### src/rtl/mul_rr_scheduler.sv
// Round-robin scheduler sharing one fixed-latency pipelined multiplier among
// NUM_REQ requesters; a tag pipeline routes each product back to its owner.
module mul_rr_scheduler #(
  parameter int NUM_REQ     = 4,
  parameter int MUL_LATENCY = 3,
  parameter int IDW         = 2
) (
  input  logic                 clock,
  input  logic                 reset_n,
  input  logic [NUM_REQ-1:0]   req_valid,
  output logic [NUM_REQ-1:0]   req_ready,
  input  logic [8*NUM_REQ-1:0] req_I0,
  input  logic [8*NUM_REQ-1:0] req_I1,
  output logic [7:0]           mul_I0,
  output logic [7:0]           mul_I1,
  input  logic [7:0]           mul_O,
  output logic [NUM_REQ-1:0]   res_valid,
  output logic [7:0]           res_O,
  output logic [2:0]           in_flight
);

  // Handshake: a request transfers at a rising edge when req_valid[i] and
  // req_ready[i] are both high; req_ready is one-hot or zero and never rises
  // without req_valid. The multiplier has no handshake and never stalls.

  logic [IDW-1:0]         rr_ptr_q, rr_ptr_d;
  logic                   grant_found;
  logic [IDW-1:0]         grant_id;
  logic [MUL_LATENCY-1:0] tag_v_q, tag_v_d;
  logic [IDW-1:0]         tag_id_q [MUL_LATENCY];
  logic [IDW-1:0]         tag_id_d [MUL_LATENCY];
  logic [2:0]             in_flight_q, in_flight_d;

  // Search starts just after the last winner and wraps around.
  always_comb begin
    grant_found = 1'b0;
    grant_id    = '0;
    for (int k = 1; k <= NUM_REQ; k++) begin
      if (!grant_found && req_valid[(int'(rr_ptr_q) + k) % NUM_REQ]) begin
        grant_found = 1'b1;
        grant_id    = IDW'((int'(rr_ptr_q) + k) % NUM_REQ);
      end
    end
  end

  always_comb begin
    req_ready = '0;
    if (grant_found) req_ready[grant_id] = 1'b1;
  end

  assign mul_I0 = grant_found ? req_I0[8*grant_id +: 8] : 8'd0;
  assign mul_I1 = grant_found ? req_I1[8*grant_id +: 8] : 8'd0;

  always_comb begin
    rr_ptr_d    = grant_found ? grant_id : rr_ptr_q;
    tag_v_d     = '0;
    tag_v_d[0]  = grant_found;
    tag_id_d[0] = grant_id;
    for (int k = 1; k < MUL_LATENCY; k++) begin
      tag_v_d[k]  = tag_v_q[k-1];
      tag_id_d[k] = tag_id_q[k-1];
    end
    // Accept and retire in the same cycle cancel out.
    in_flight_d = in_flight_q + {2'b00, grant_found} - {2'b00, tag_v_q[MUL_LATENCY-1]};
  end

  always_ff @(posedge clock) begin
    if (!reset_n) begin
      rr_ptr_q    <= IDW'(NUM_REQ - 1);
      tag_v_q     <= '0;
      in_flight_q <= '0;
      for (int k = 0; k < MUL_LATENCY; k++) tag_id_q[k] <= '0;
    end else begin
      rr_ptr_q    <= rr_ptr_d;
      tag_v_q     <= tag_v_d;
      in_flight_q <= in_flight_d;
      for (int k = 0; k < MUL_LATENCY; k++) tag_id_q[k] <= tag_id_d[k];
    end
  end

  always_comb begin
    res_valid = '0;
    if (tag_v_q[MUL_LATENCY-1]) res_valid[tag_id_q[MUL_LATENCY-1]] = 1'b1;
  end

  assign res_O     = mul_O;
  assign in_flight = in_flight_q;

endmodule

### config.mk
export PLATFORM = sky130hd
export DESIGN_NAME = mul_rr_scheduler
export DESIGN_NICKNAME = d
export VERILOG_FILES = /design/src/rtl/mul_rr_scheduler.sv
export SDC_FILE = /design/constraint.sdc
export NUM_CORES = 1
export LEC_CHECK = 0
export CORE_MARGIN = 8
export CORE_UTILIZATION = 32
export CTS_CLUSTER_DIAMETER = 50
export DETAILED_ROUTE_END_ITERATION = 8
export GPL_TIMING_DRIVEN = 0
export HOLD_SLACK_MARGIN = 0.05
export PLACE_DENSITY_LB_ADDON = 0.15
export SYNTH_ARGS = -nofsm -noshare
export SYNTH_HDL_FRONTEND = slang
export SYNTH_SLANG_ARGS = --single-unit
### constraint.sdc
create_clock -name clock -period 3.5 [get_ports clock]
set_input_delay 0.7 -clock clock [delete_from_list [all_inputs] [get_ports clock]]
set_output_delay 0.7 -clock clock [all_outputs]
set_load 0.02 [all_outputs]
# ---- Word level (Yosys, flattened, before mapping)
# Memory sizes are Yosys's and may differ from the RTL's.
# Cells that the tools add are included.
dict set report totals {
  ff_bits 8
  ram_bits 6
  inputBits 78
  output_inout_bits 35
  wordCells 72
  memories 1
}
# memory depth word_bits read_ports rd_ports_with_merged_regs write_ports line
set mem_list {}
lappend mem_list {tag_id_q 3 2 3 0 3 30} ;# logic [IDW-1:0] tag_id_q [MUL_LATENCY];
dict set report op_classes {
  addsub 6
  n_lt_le_gt_ge 8
  shifts 2
  n_mux 33
  n_bitwise 7
  reduce_logical 12
}
# cell count
set op_table {}
lappend op_table {{$shiftx 32x6->8} 2}
lappend op_table {{$lt 3x4->1 const B} 4}
lappend op_table {{$mux 1} 16}
lappend op_table {{$mux 8} 2}
lappend op_table {{$mux 2} 7}
lappend op_table {{$bmux 1 s2} 4}
lappend op_table {{$mux 4} 2}
lappend op_table {{$reduce_or 2->1} 4}
lappend op_table {{$lt 2x3->1 const B} 2}
lappend op_table {{$logic_and 1x1->1} 5}
lappend op_table {{$add 2x1->2 const B} 2}
lappend op_table {{$add 2x2->2 const B} 2}
lappend op_table {{$and 1x1->1 const A} 4}
lappend op_table {{$demux 1 s2} 2}
lappend op_table {{$ge 2x1->1 const B} 2}
lappend op_table {{$add 3x1->3} 1}
lappend op_table {{$logic_not 1->1} 3}
lappend op_table {{$or 1x1->1} 3}
lappend op_table {{$sub 3x1->3} 1}

# ---- Logic depth before layout (Yosys ltp)
# Gate-level depths: netlist (run 1).
dict set report depth {
  ltp_word 21
  depth_mapped 10
  mapped_depth_nobuf 10
}

# ---- Worst setup path after synthesis (run 1)
# No wires, ideal clock.
dict set report synth_path {
  path_kind {input port to output port}
  from {input req_valid[2]}
  to {output mul_I0[0]}
  arrival_time_ns 1.960
  t_required_ns 2.800
  slack_ns 0.840
  path_stages 6
  n_path_buf 2
  cell_sequence {or2_2 o221a_1 buf_6 buf_12 mux2i_1 o22ai_1}
}
dict set report synth_between {
  elab_chain_cells 15
  elab_cells_between_ends 28
  cone_classes {shift (1); mux (21); reduce/logical (6)}
}
# item line
set synth_lines {}
lappend synth_lines {{start: declaration} 10} ;# input logic [NUM_REQ-1:0] req_valid,
lappend synth_lines {{$bmux 1 s2} 39} ;# if (!grant_found && req_valid[(int'(rr_ptr_q) + k) % NUM_REQ]) begin
lappend synth_lines {{$mux 1 (implied by the code) (2 in series)} 39}
lappend synth_lines {{$mux 1} 39}
lappend synth_lines {{$logic_not 1->1} 39}
lappend synth_lines {{$logic_and 1x1->1} 39}
lappend synth_lines {{$mux 1} 39}
lappend synth_lines {{$logic_not 1->1} 39}
lappend synth_lines {{$logic_and 1x1->1} 39}
lappend synth_lines {{$mux 1} 39}
lappend synth_lines {{$logic_not 1->1} 39}
lappend synth_lines {{$logic_and 1x1->1} 39}
lappend synth_lines {{$mux 2} 39}
lappend synth_lines {{$shiftx 32x6->8} 51} ;# assign mul_I0 = grant_found ? req_I0[8*grant_id +: 8] : 8'd0;
lappend synth_lines {{$mux 8 (*)} 51}
lappend synth_lines {{end: declaration} 14} ;# output logic [7:0] mul_I0,
# Every way passes the cells marked *; elsewhere a longest branch is shown, timed or not. The select of a mux whose other input is x is not followed.

# ---- Final worst setup path (run 1)
dict set report layout_path {
  from {input req_valid[1]}
  to {output mul_I0[2]}
}
# Same word-level chain as after synthesis.

==> results of run 1 <==
[what timing repair did]
action / CTS / global route
setup endpoints to repair: 20 / 13
buffers inserted: 0 / 0
gates resized for setup: 22 / 19
[cell type report]
cell class	count	area, um2	share of cell area [%]
timing repair buffer	104	1005	44.12
multi-input combinational	94	728.2	31.98
sequential	14	280.3	12.31
buffer	15	145.1	6.374
tap	48	60.06	2.637
clock buffer	4	36.28	1.593
inverter	6	22.52	0.9890
[report_power, final]
part / switching [mW] / leakage [nW] / internal (mW)
Sequential: 0.0107 / 0.116 / 0.176
Clock: 0.0478 / 0.0210 / 0.0631
Combinational: 0.211 / 0.917 / 0.238
[logic make-up (layout without fill, tap and decap cells)]
| logic type | count (synthesis) | count (layout) |
|---|---|---|
| compound gates | 24 | 24 |
| xor+xnor | 2 | 2 |
| fa+ha+maj | 3 | 3 |
| buf+inv | 21 | 129 |
| flops | 14 | 14 |
| mux | 32 | 32 |
| simple gates | 33 | 33 |
[per-stage QoR]
step / power (mW) / setup WS, ps
global route: 0.7985 / 36.13
floorplan: 0.4440 / 840.3
detailed placement: 0.6716 / -232.2
global placement: 0.6722 / -250.5
finish: 0.7464 / 177.9
CTS: 0.7580 / 37.41
[worst max-delay path, delay by kind of cell]
family	cells	cell delay, ps
buf+inv	4	1190
compound gates	3	530
mux	1	110
simple gates	1	90
[worst min path at each step]
stage	cells after the start	to	slack, ps	start
final	1	tag_id_q[0][5]$_SDFF_PN0_	440	tag_id_q[0][3]$_SDFF_PN0_
after global routing	1	tag_v_q[1]$_SDFF_PN0_	450	tag_v_q[0]$_SDFF_PN0_
after CTS	1	tag_id_q[0][5]$_SDFF_PN0_	440	tag_id_q[0][3]$_SDFF_PN0_
after detailed placement	1	tag_id_q[0][5]$_SDFF_PN0_	420	tag_id_q[0][3]$_SDFF_PN0_
after global placement	1	tag_id_q[0][3]$_SDFF_PN0_	410	tag_id_q[0][1]$_SDFF_PN0_
after floorplan	1	tag_id_q[0][2]$_SDFF_PN0_	410	tag_id_q[0][0]$_SDFF_PN0_
[cell usage after synthesis, drive strengths merged]
cell / number
mux2i: 32
o22ai: 17
dfxtp: 14
buf: 13
nor2: 10
and2: 8
inv: 6
nand2: 5
nor2b: 3
a21oi: 2
and3: 2
clkbuf: 2
ha: 2
o21ai: 2
xnor2: 2
a21boi: 1
a21o: 1
and3b: 1
fa: 1
nand2b: 1
nor3: 1
nor3b: 1
o221a: 1
or2: 1
[flip-flops by register name (all words and copies together), names as in the netlist]
register / count
rr_ptr_q: 2
in_flight: 3
tag_v_q: 3
tag_id_q: 6
[metal layers]
layer  vias up  part of all wire (%)  global-route usage (%)
met4         0                  0.61                   4.038
met3         2                    15                   10.02
met1       566                    37                   15.28
met2        63                    48                   25.28
li1        668                     -                       -
met5         -                     0                       0
==> metrics.txt, run 1 <==
status=finished clean; reg2reg setup slack=1810 ps; min cycle time layout=about 3300 ps; dpl cell area=around 2300 um2; I/O Buffers=between 100 and 150; Die Span X=approximately 76 um; Synth Net Count=210; cell count after placement=281; Vias/cell=approximately 4.6; YS warnings=0; cells on worst reg2reg path=7; Die ar.=approximately 5800 um2; most frequent cells in the layout=clkdlybuf4s50_1 (84), mux2i_1 (32), o22ai_1 (17); ANT cells=0; Area Growth Syn to Fin=95.70%; Setup Skew=1.220 ps; most common cell after layout, fill and taps aside=clkdlybuf4s50_1; layout cells sized above 1=around 12%; Synth Area in XOR/XNOR=under 10%; Final Max Tran Viols=0; non-filler cells, final=285; CTS Buffer Depth=2; initial antenna violation count=0; clk sinks=14; cell area after layout=~2300 um2; I/O pins=between 100 and 150; Synth Instances=about 130; post-synthesis mux area share=~28%; Worst EP arrival=~2600 ps; total CTS buffers=3; RSZ-0062 raised after global routing=no; vias in the first global route=~1400; Reg clk slew, reported paths=80 ps; startpoint types=primary input; routed via count=roughly 1300; CTS Hold Bufs=0; Simple-Gate Fraction of Synth Area=approximately 15%; reg2reg start=tag_v_q[2]$_SDFF_PN0_; worst r2r dst=in_flight[2]$_SDFF_PN0_; distinct cell type count after synthesis=29; Final Hold Viols=0; critical path startpoint=req_valid[1]; root buffer cell=clkbuf_4; Die Span Y=between 70 and 80 um; post-synthesis compound-gate area fraction=about 14%; Setup TNS=0 ps; total wire length=about 4.4 mm; Adder-Cell Fraction of Synth Area=3.871%; top-area cell type share of the netlist area=between 20 and 30%; routability cong.=just under 0.8; Worst EP required=approximately 2800 ps; CP Class=in -> out; largest family of logic cells by synthesized area=multiplexers; Seq/Total Area, Yosys=between 20% and 30%; final net count=between 300 and 400; core area=3578 um2; worst-path cell chain=clkdlybuf4s50_1 -> nand2b_1 -> a21boi_4 -> o221a_1 -> buf_6 -> buf_12 -> mux2i_1 -> o22ai_1 -> dlygate4sd2_1; Worst Path Max Fanout=10; slowest CP cell=clkdlybuf4s50_1; largest net degree at the start of global routing=11; Worst path max stage delay=between 500 and 600 ps; Critical Path End=mul_I0[2]; Row Count=22; Area contributors post-synth=mux2i_1 (28%), dfxtp_1 (24%), o22ai_1 (9.1%), buf_4 (5.2%), and2_1 (4.3%); # DRC=0; HPWL after detailed placement=3.866 mm; global-route wire length before repair=7.341 mm; Mapped Avg Cell Area=approximately 9.0 um2; power per cell area=327.8 nW/um2; DRT Pass-1 Iters=4; TritonCTS clock tree=done; max cap viols=0; Clock Latency Late Sink=270 ps; fill cell count=about 300; Leak=1.054 nW; H-tree Lvls=1; Tcrit/Tclk final=between 90% and 100%; Post-DRT Antenna Nets=0; #FFs+latches synth=14; hold slack final=436.2 ps; Slew HR=a little over two thirds; total grt overflow=0; GRT Util Overall=15.20%; Worst Max-Slew Pin Slew=between 400 and 500 ps; drt initial violations=36; synthesized area=1164 um2; Initial Util=between 30% and 40%; final setup fails=0; CP endpoint kind=output pin; Hold/Removal Path Class=reg -> reg; Synth area leader=mux2i_1; achievable frequency=301.0 MHz; Peak VDD IR=around 0.14 mV; fin util=63.64%; routed len/inst=roughly 15 um
Note: power is estimated with default switching activity, not from simulation.
==> inputs of run 2 (changes only) <==
--- a/config.mk
+++ b/config.mk
@@ -15,3 +15,4 @@
 export SYNTH_ARGS = -nofsm -noshare
 export SYNTH_HDL_FRONTEND = slang
 export SYNTH_SLANG_ARGS = --single-unit
+export TNS_END_PERCENT = 50
==> metrics.txt, run 2 (synthesis gave the netlist of run 1 again) <==
CTS Hold Bufs=0 (unchanged); largest net degree at the start of global routing=11 (unchanged); Worst path max stage delay=520 ps (about the same); max FFs per register=6 (unchanged); Setup TNS=0 ps (unchanged); Worst Path Max Fanout=10 (unchanged); CP endpoint kind=output pin; Post-CTS Setup Bufs=0 (unchanged); total CTS buffers=3 (unchanged); HPWL after detailed placement=3.866 mm (unchanged); largest reg by FF count=tag_id_q; worst setup margin=177.9 ps (+0.01000 ps); CP delay by family, top=buffers and inverters; I/O Buffers=104 (unchanged); worst-path cell chain=clkdlybuf4s50_1 -> nand2b_1 -> a21boi_4 -> o221a_1 -> buf_6 -> buf_12 -> mux2i_1 -> o22ai_1 -> dlygate4sd2_1; non-filler cells, final=285 (unchanged); CTS Buffer Depth=2 (unchanged); Clock Latency Late Sink=270 ps (about the same); CP Class=in -> out; Reg clk slew, reported paths=80 ps (about the same); layout cells sized above 1=12.66% (+0.42 points); Hold/Removal Path Class=reg -> reg; cells on worst reg2reg path=7 (unchanged); # DRC=0 (unchanged); Worst Max-Slew Pin Slew=448.6 ps (-3.121 ps); startpoint types=primary input; Final Max Tran Viols=0 (unchanged); slowest CP cell=clkdlybuf4s50_1; status=finished clean; Leak=1.053 nW (about the same); I/O pins=113 (unchanged); Worst path depth=9 (unchanged); Die Span X=76.30 um (unchanged); Initial Util=32.52% (unchanged); dpl cell area=2265 um2 (unchanged); Area Growth Syn to Fin=95.27%; Slew HR=70.09% (+0.21 points); H-tree Lvls=1 (unchanged); fill cell count=308 (+0.33%); achievable frequency=301.0 MHz (about the same); cell area after layout=2272 um2 (-0.22%); ANT cells=0 (unchanged); drt initial violations=36 (unchanged); routed len/inst=15.38 um (-0.18%); RSZ-0062 raised after global routing=no; vias in the first global route=1415 (unchanged); root buffer cell=clkbuf_4; Row Count=22 (unchanged); final setup fails=0 (unchanged); routed via count=1300 (+0.077%); total wire length=4.383 mm (-0.18%); worst hold stages=1 (unchanged); min cycle time layout=3322 ps (-0.01000 ps); most common cell after layout, fill and taps aside=clkdlybuf4s50_1; core area=3578 um2 (unchanged); cell count after placement=281 (unchanged); clk sinks=14 (unchanged); Die ar.=5822 um2 (unchanged); Die Span Y=76.30 um (unchanged); final net count=319 (unchanged); Vias/cell=4.561 (about the same); Worst EP required=2800 ps (about the same); Setup Skew=1.220 ps (unchanged); CP Buf/Inv Count=4 (unchanged); global-route wire length before repair=7.341 mm (unchanged); Post-DRT Antenna Nets=0 (unchanged); Final Hold Viols=0 (unchanged); GRT Util Overall=15.20% (unchanged); TritonCTS clock tree=done; Peak VDD IR=0.1378 mV (about the same); DRT Pass-1 Iters=4 (unchanged); max cap viols=0 (unchanged); initial antenna violation count=0 (unchanged); Tcrit/Tclk final=94.92% (about the same); power per cell area=327.9 nW/um2 (about the same); total grt overflow=0 (unchanged); Worst EP arrival=2620 ps (about the same); worst slack, placed=-232.2 ps (unchanged); most frequent cells in the layout=clkdlybuf4s50_1 (84), mux2i_1 (32), o22ai_1 (17); routability cong.=0.7909 (unchanged)
[run 2: cell types whose count changed in the layout (fill, tap and decap cells not counted), sizes merged]
cell,before,now
clkbuf,12,13
clkdlybuf4s15,3,2
[run 2: power breakdown]
group,total [mW],switching [mW],internal (mW)
sequential,0.186,0.0107,0.176
combinational,0.448,0.211,0.237
clock,0.111,0.0478,0.0631
total,0.745,0.270,0.475
[run 2: path summary, 6_finish.rpt]
check	start	slack, ps	endpoint
setup reg to reg	tag_v_q[2]$_SDFF_PN0_	1810	in_flight[2]$_SDFF_PN0_
setup / recovery	req_valid[1]	180	mul_I0[2]
hold reg to reg	tag_id_q[0][3]$_SDFF_PN0_	440	tag_id_q[0][5]$_SDFF_PN0_
hold / removal	tag_id_q[0][3]$_SDFF_PN0_	440	tag_id_q[0][5]$_SDFF_PN0_
[run 2: what timing repair did]
action | in CTS | in global routing
endpoints found under the setup margin | 20 | 13
pin swaps | 0 | 0
resized for setup | 22 | 20
[run 2: cell type report]
class	instances	area [um2]	share of cell area, %
Buffer	15	145.1	6.388
Clock buffer	4	36.28	1.597
Inverter	6	22.52	0.9912
Multi-Input combinational cell	94	728.2	32.05
Sequential cell	14	280.3	12.33
Tap cell	48	60.06	2.643
Timing Repair Buffer	104	999.7	44.00
[run 2: through the flow]
step | hold slack (ps) | total power, mW | util (%)
6_report | 436.2 | 0.7451 | 63.50
5_1_grt | 451.9 | 0.7972 | 63.50
4_1_cts | 439.6 | 0.7580 | 63.95
3_5_place_dp | 418.3 | 0.6716 | 63.29
3_3_place_gp | 413.8 | 0.6722 | 63.29
2_1_floorplan | 411.8 | 0.4440 | -
[run 2: per-layer routing]
layer	wire (um)	track usage, %	part of all wire, %
met1	1599	15.28	36
met2	2085	25.28	48
met3	669	10.02	15
met4	27	4.038	0.62
met5	0	0	0
